===== config.mk =====
export PLATFORM = sky130hd
export DESIGN_NAME = rib_arbiter
export DESIGN_NICKNAME = d
export VERILOG_FILES = /design/src/rtl/rib_arbiter_pkg.sv /design/src/rtl/rib_rr_pick.sv /design/src/rtl/rib_arbiter.sv
export SDC_FILE = /design/constraint.sdc
export NUM_CORES = 1
export LEC_CHECK = 0
export CORE_AREA = 2 2 111 113
export CTS_BUF_LIST = sky130_fd_sc_hd__clkbuf_16
export DETAILED_ROUTE_END_ITERATION = 8
export DIE_AREA = 0 0 113 115
export PLACE_DENSITY_LB_ADDON = 0.3
export SYNTH_ARGS = -nofsm -noshare
export SYNTH_HDL_FRONTEND = slang
export SYNTH_HIERARCHICAL = 1
export SYNTH_SLANG_ARGS = --single-unit

===== constraint.sdc =====
create_clock -name i_clk -period 4 [get_ports i_clk]
set_clock_uncertainty 0.15 [all_clocks]
set_input_delay 0.8 -clock i_clk [delete_from_list [all_inputs] [get_ports i_clk]]
set_output_delay 0.8 -clock i_clk [all_outputs]
set_load 0.005 [all_outputs]

===== src/rtl/rib_arbiter_pkg.sv =====
// rtl/rib_arbiter_pkg.sv - shared state encoding, master indices and request bundle for the RIB arbiter
package rib_arbiter_pkg;

  typedef enum logic {
    ST_IDLE = 1'b0,
    ST_BUSY = 1'b1
  } rib_state_e;

  localparam logic M0 = 1'b0;
  localparam logic M1 = 1'b1;

  localparam int ADDR_W = 32;
  localparam int DATA_W = 32;
  localparam int MASK_W = 4;

  typedef struct packed {
    logic [ADDR_W-1:0] addr;
    logic [DATA_W-1:0] wdata;
    logic              wrcs;
    logic [MASK_W-1:0] mask;
  } rib_req_t;

endpackage


===== src/rtl/rib_rr_pick.sv =====
// rtl/rib_rr_pick.sv - two-way round-robin winner select; a tie goes to the master not served last
module rib_rr_pick
  import rib_arbiter_pkg::*;
(
  input  logic [1:0] req,
  input  logic       last,
  output logic [1:0] win_oh,
  output logic       win_idx,
  output logic       win_vld
);

  always_comb begin
    win_vld = |req;
    case (req)
      2'b01:   win_idx = M0;
      2'b10:   win_idx = M1;
      default: win_idx = ~last;
    endcase
    if (!win_vld)
      win_oh = 2'b00;
    else if (win_idx == M1)
      win_oh = 2'b10;
    else
      win_oh = 2'b01;
  end

endmodule


===== src/rtl/rib_arbiter.sv =====
// rtl/rib_arbiter.sv - two-master RIB arbiter with one outstanding transfer and slave timeout abort
module rib_arbiter
  import rib_arbiter_pkg::*;
#(
  parameter int TIMEOUT = 255,
  parameter int TO_W    = 8
) (
  input  logic        i_clk,
  input  logic        i_rst,
  input  logic [31:0] i_m0_addr,
  input  logic [31:0] i_m0_wdata,
  input  logic        i_m0_wrcs,
  input  logic [3:0]  i_m0_mask,
  input  logic        i_m0_req,
  input  logic        i_m0_rdy,
  output logic        o_m0_gnt,
  output logic        o_m0_rsp,
  input  logic [31:0] i_m1_addr,
  input  logic [31:0] i_m1_wdata,
  input  logic        i_m1_wrcs,
  input  logic [3:0]  i_m1_mask,
  input  logic        i_m1_req,
  input  logic        i_m1_rdy,
  output logic        o_m1_gnt,
  output logic        o_m1_rsp,
  output logic [31:0] o_m_rdata,
  output logic [31:0] o_s_addr,
  output logic [31:0] o_s_wdata,
  output logic        o_s_wrcs,
  output logic [3:0]  o_s_mask,
  output logic        o_s_req,
  input  logic        i_s_gnt,
  input  logic        i_s_rsp,
  output logic        o_s_rdy,
  input  logic [31:0] i_s_rdata,
  output logic        o_err
);

  localparam logic [TO_W-1:0] TO_LAST = TO_W'((TIMEOUT == 0) ? 0 : TIMEOUT - 1);
  localparam logic [TO_W-1:0] CNT_MAX = '1;
  localparam bit              TO_EN   = (TIMEOUT != 0);

  rib_state_e      state, state_n;
  logic            owner;
  logic            last;
  logic [TO_W-1:0] cnt;

  rib_req_t   m0_f, m1_f, win_f;
  logic [1:0] win_oh;
  logic       win_idx;
  logic       win_vld;

  logic s_req_c, gnt0_c, gnt1_c, rsp0_c, rsp1_c, s_rdy_c;
  logic owner_rdy, done, expire, take;

  assign m0_f = '{addr: i_m0_addr, wdata: i_m0_wdata, wrcs: i_m0_wrcs, mask: i_m0_mask};
  assign m1_f = '{addr: i_m1_addr, wdata: i_m1_wdata, wrcs: i_m1_wrcs, mask: i_m1_mask};

  rib_rr_pick u_pick (
    .req     ({i_m1_req, i_m0_req}),
    .last    (last),
    .win_oh  (win_oh),
    .win_idx (win_idx),
    .win_vld (win_vld)
  );

  assign win_f = (win_idx == M1) ? m1_f : m0_f;

  always_comb begin
    state_n   = state;
    s_req_c   = 1'b0;
    gnt0_c    = 1'b0;
    gnt1_c    = 1'b0;
    rsp0_c    = 1'b0;
    rsp1_c    = 1'b0;
    s_rdy_c   = 1'b0;
    owner_rdy = 1'b0;
    done      = 1'b0;
    expire    = 1'b0;
    take      = 1'b0;
    case (state)
      ST_IDLE: begin
        s_req_c = win_vld;
        gnt0_c  = win_oh[0] & i_s_gnt;
        gnt1_c  = win_oh[1] & i_s_gnt;
        take    = win_vld & i_s_gnt;
        if (take)
          state_n = ST_BUSY;
      end
      ST_BUSY: begin
        owner_rdy = (owner == M1) ? i_m1_rdy : i_m0_rdy;
        rsp0_c    = (owner == M0) & i_s_rsp;
        rsp1_c    = (owner == M1) & i_s_rsp;
        s_rdy_c   = owner_rdy;
        done      = i_s_rsp & owner_rdy;
        // A response in the expiry cycle wins over the abort.
        expire    = TO_EN && (cnt == TO_LAST) && !i_s_rsp;
        if (done || expire)
          state_n = ST_IDLE;
      end
    endcase
  end

  always_ff @(posedge i_clk or posedge i_rst) begin
    if (i_rst) begin
      state <= ST_IDLE;
      owner <= M0;
      last  <= M1;
      cnt   <= '0;
    end else begin
      state <= state_n;
      if (take) begin
        owner <= win_idx;
        last  <= win_idx;
        cnt   <= '0;
      end else if (state == ST_BUSY && !done && cnt != CNT_MAX) begin
        cnt <= cnt + 1'b1;
      end
    end
  end

  // Handshake outputs are forced low during reset even though the paths are combinational.
  assign o_s_req   = s_req_c & ~i_rst;
  assign o_m0_gnt  = gnt0_c  & ~i_rst;
  assign o_m1_gnt  = gnt1_c  & ~i_rst;
  assign o_m0_rsp  = rsp0_c  & ~i_rst;
  assign o_m1_rsp  = rsp1_c  & ~i_rst;
  assign o_s_rdy   = s_rdy_c & ~i_rst;
  assign o_err     = expire  & ~i_rst;

  assign o_s_addr  = win_f.addr;
  assign o_s_wdata = win_f.wdata;
  assign o_s_wrcs  = win_f.wrcs;
  assign o_s_mask  = win_f.mask;
  assign o_m_rdata = i_s_rdata;

endmodule


==> flow_metrics.env <==
export IMPL_outcome="complete, but fails checks"
export IMPL_violations="design-rule violations"
export IMPL_period_share_pct=97.8
export IMPL_critPathMostFrequentCell="clkdlybuf4s50_1"
export IMPL_dpl_cell_area_sq_um=3920
export IMPL_reg2reg_depth=5
export IMPL_cp_max_fo=15
export IMPL_route_vias_total=2213
export IMPL_core_area_sq_um=11800
export IMPL_syn_avg_cell_area_sq_um=9.10
export IMPL_critPathBufInv=4
export IMPL_async_flop_share_pct=100
export IMPL_start_util_pct=14.7
export IMPL_ir_drop_v=0.000113
export IMPL_firstDrtPassIters=6
export IMPL_ant_nets=0
export IMPL_die_h_um=115
export IMPL_finish_utilization_pct=36.0
export IMPL_diodes=0
export IMPL_portBuffers=221
export IMPL_crit_family="buffers and inverters"
export IMPL_final_cell_area_sq_um=4250
export IMPL_antenna_found_initial=1
export IMPL_holdPathStages=2
export IMPL_crit_cells=8
export IMPL_die_area_sq_um=13000
export IMPL_ys_warn_count=6
export IMPL_syn_inst=191
export IMPL_required_ns=3.05
export IMPL_whs_ns=0.321
export IMPL_viasPerCell=4.07
export IMPL_synth_largest_area_cell="mux2_2"
export IMPL_synth_edf_count=0
export IMPL_switchingPower_mw=0.433
export IMPL_slew_violations=0
export IMPL_grt_pass1_vias=2241
export IMPL_combPwrFrac_pct=73.6
export IMPL_synth_cell_types=25
export IMPL_wl_um=9460
export IMPL_grt_pass1_wl_um=12900
export IMPL_drcViolationCount=18
export IMPL_cts_sinks=11
export IMPL_drive_above_1_share_pct=25.4
export IMPL_place_inst=523
export IMPL_min_period_ns=3.91
export IMPL_crit_path_end_kind="output port"
export IMPL_path_class="in -> out"
export IMPL_ios=286
export IMPL_syn_num_nets=373
export IMPL_cp_slowest_cell="clkdlybuf4s50_1"
export IMPL_pre_cts_ws_ns=-0.101
export IMPL_areaGrowthSynthToFinish_pct=145
export IMPL_slew_limit_headroom_pct=71.1
export IMPL_cts_hold_buf=0
export IMPL_hpwl_um=7810
export IMPL_clk_pin_slew_worst_paths_ns=0.04
export IMPL_gp_congestion=0.749
export IMPL_drt_iter0_markers=58
export IMPL_start_kind="input port"
export IMPL_cts_buffer_depth=2
export IMPL_p_clk_share_pct=13.0
export IMPL_finalHoldViolCount=0
export IMPL_yosysMostFrequentCell="mux2_2"
export IMPL_pwr_share_seq_pct=13.5
export IMPL_cts_tree="built"
export IMPL_p_int_mw=0.951
export IMPL_ys_ff_latch=11
export IMPL_setup_viol=0
export IMPL_synth_top_area_share_pct=44.7
export IMPL_clockRootBuffer="clkbuf_16"
export IMPL_p_sw_share_pct=31.3
export IMPL_die_x_um=113
export IMPL_fin_cells=544
export IMPL_numCtsBuffers=3
export IMPL_grt_max_degree=31
export IMPL_rows=40
export IMPL_power_density_nw_per_um2=326
export IMPL_track_usage_pct=13.0
export IMPL_htree_levels=1
export IMPL_fmax_mhz=256
export IMPL_synth_area_leaders="mux2_2 45%, dfrtp_1 14%, buf_4 14%, mux2i_1 3.5%, nand2_1 3.2%"
export IMPL_synth_ff_type="dfrtp_1"
export IMPL_wl_per_cell_um=17.4
export IMPL_arrival_ns=2.96
export IMPL_yosysSeqAreaShare_pct=15.9
export IMPL_clk_latency_ns=0.24
export IMPL_worst_slack_ns=0.0886
export IMPL_yosys_top_cells_count="69 x mux2_2, 32 x buf_4, 15 x nand2_1"
export IMPL_cap_violations=0
export IMPL_worst_pin_slew_ns=0.429
export IMPL_hold_class="reg -> reg"
export IMPL_crit_path_cell_trace="clkdlybuf4s50_1 -> inv_1 -> ha_4 -> or2_4 -> nand2_8 -> buf_12 -> mux2_2 -> clkdlybuf4s50_1"
export IMPL_p_leak_nw=1.80
export IMPL_nets=580
export IMPL_synth_area_sq_um=1740
export IMPL_grt_overflow_total=0
export IMPL_max_stage_delay_ns=0.48
export IMPL_fill_cells=1220
## worst paths after layout
check,from,endpoint,slack [ns]
setup / recovery,i_m1_req,o_s_addr[2],0.09
hold / removal,last,last,0.32
setup reg to reg,cnt[0],cnt[7],2.19
hold reg to reg,last,last,0.32
max in group asynchronous,i_rst,last,2.70
min in group asynchronous,i_rst,owner,0.77
## cell type report
type / instances / area, sq um / share of cell area, %
tap: 147 / 184 / 4.33
inverter: 9 / 33.8 / 0.795
timing repair buffer: 243 / 2490 / 58.7
multi-input combinational: 130 / 1180 / 27.8
clock inverter: 1 / 3.75 / 0.0883
clock buffer: 3 / 75.1 / 1.77
sequential: 11 / 277 / 6.51
## cells in the final DEF (no fill, tap or decap), types with 2 or more instances in the layout
cell	synthesis	final
ha_1	4	3
dlymetal6s2s_1	0	16
nor2_1	7	7
buf_4	32	15
clkdlybuf4s50_1	0	189
dlygate4sd2_1	0	16
clkbuf_16	0	4
mux2i_1	6	6
nand4_1	3	3
nor3_1	6	6
and3_1	4	4
o31ai_1	2	2
mux2_2	69	69
buf_16	0	2
buf_12	0	2
nand2_1	15	14
o21ai_0	4	4
a21oi_1	2	2
dfrtp_1	10	10
buf_8	0	2
inv_1	9	10
## registers in the layout, indices dropped and copies added (netlist names)
signal  cells
cnt         8
last        1
owner       1
state       1
## metrics by stage
stage	power (mW)	TNS [ns]
finish	1.38	0
global route	1.48	-0.000199
CTS	1.34	-0.165
detailed placement	1.10	-0.687
global placement	1.10	-0.607
floorplan	0.586	0
## cell families (layout without fill, tap and decap cells)
logic type      after synthesis  count (layout)  synth area share [%]
compound gates               10              10                  3.60
fa+ha+maj                     4               4                  2.88
buf+inv                      50             256                  17.9
flops                        11              11                  15.9
mux                          76              76                  49.0
simple gates                 40              40                  10.8
## power by group through the flow
stage / clock network (mW) / logic (mW) / registers [mW]
after floorplan: 0 / 0.410 / 0.177
after detailed placement: 0 / 0.917 / 0.188
after global routing: 0.189 / 1.10 / 0.193
final: 0.180 / 1.02 / 0.186
after global placement: 0 / 0.912 / 0.186
after CTS: 0.185 / 0.973 / 0.187
## timing repair
action / 4_1_cts / 5_1_grt
hold endpoints to repair: 0 / 0
resized for setup: 23 / 18
setup buffers: 4 / 10
setup endpoints to repair: 63 / 54
cloned: 1 / 2
pin swaps: 0 / 1
## routing by layer
layer  track usage, %  share of wire, %  vias up
met5                0              0.14        -
met2             23.3                51      128
met3             4.27               9.8       24
met1             14.9                37     1010
li1                 -                 -     1049
met4             3.58               2.3        2
## worst min-delay path, cell delays in order (launching register included)
cell     delay (ns)
dfstp_2        0.37
nand2_1        0.05
nand2_1        0.05
(Power assumes the default switching activity.)
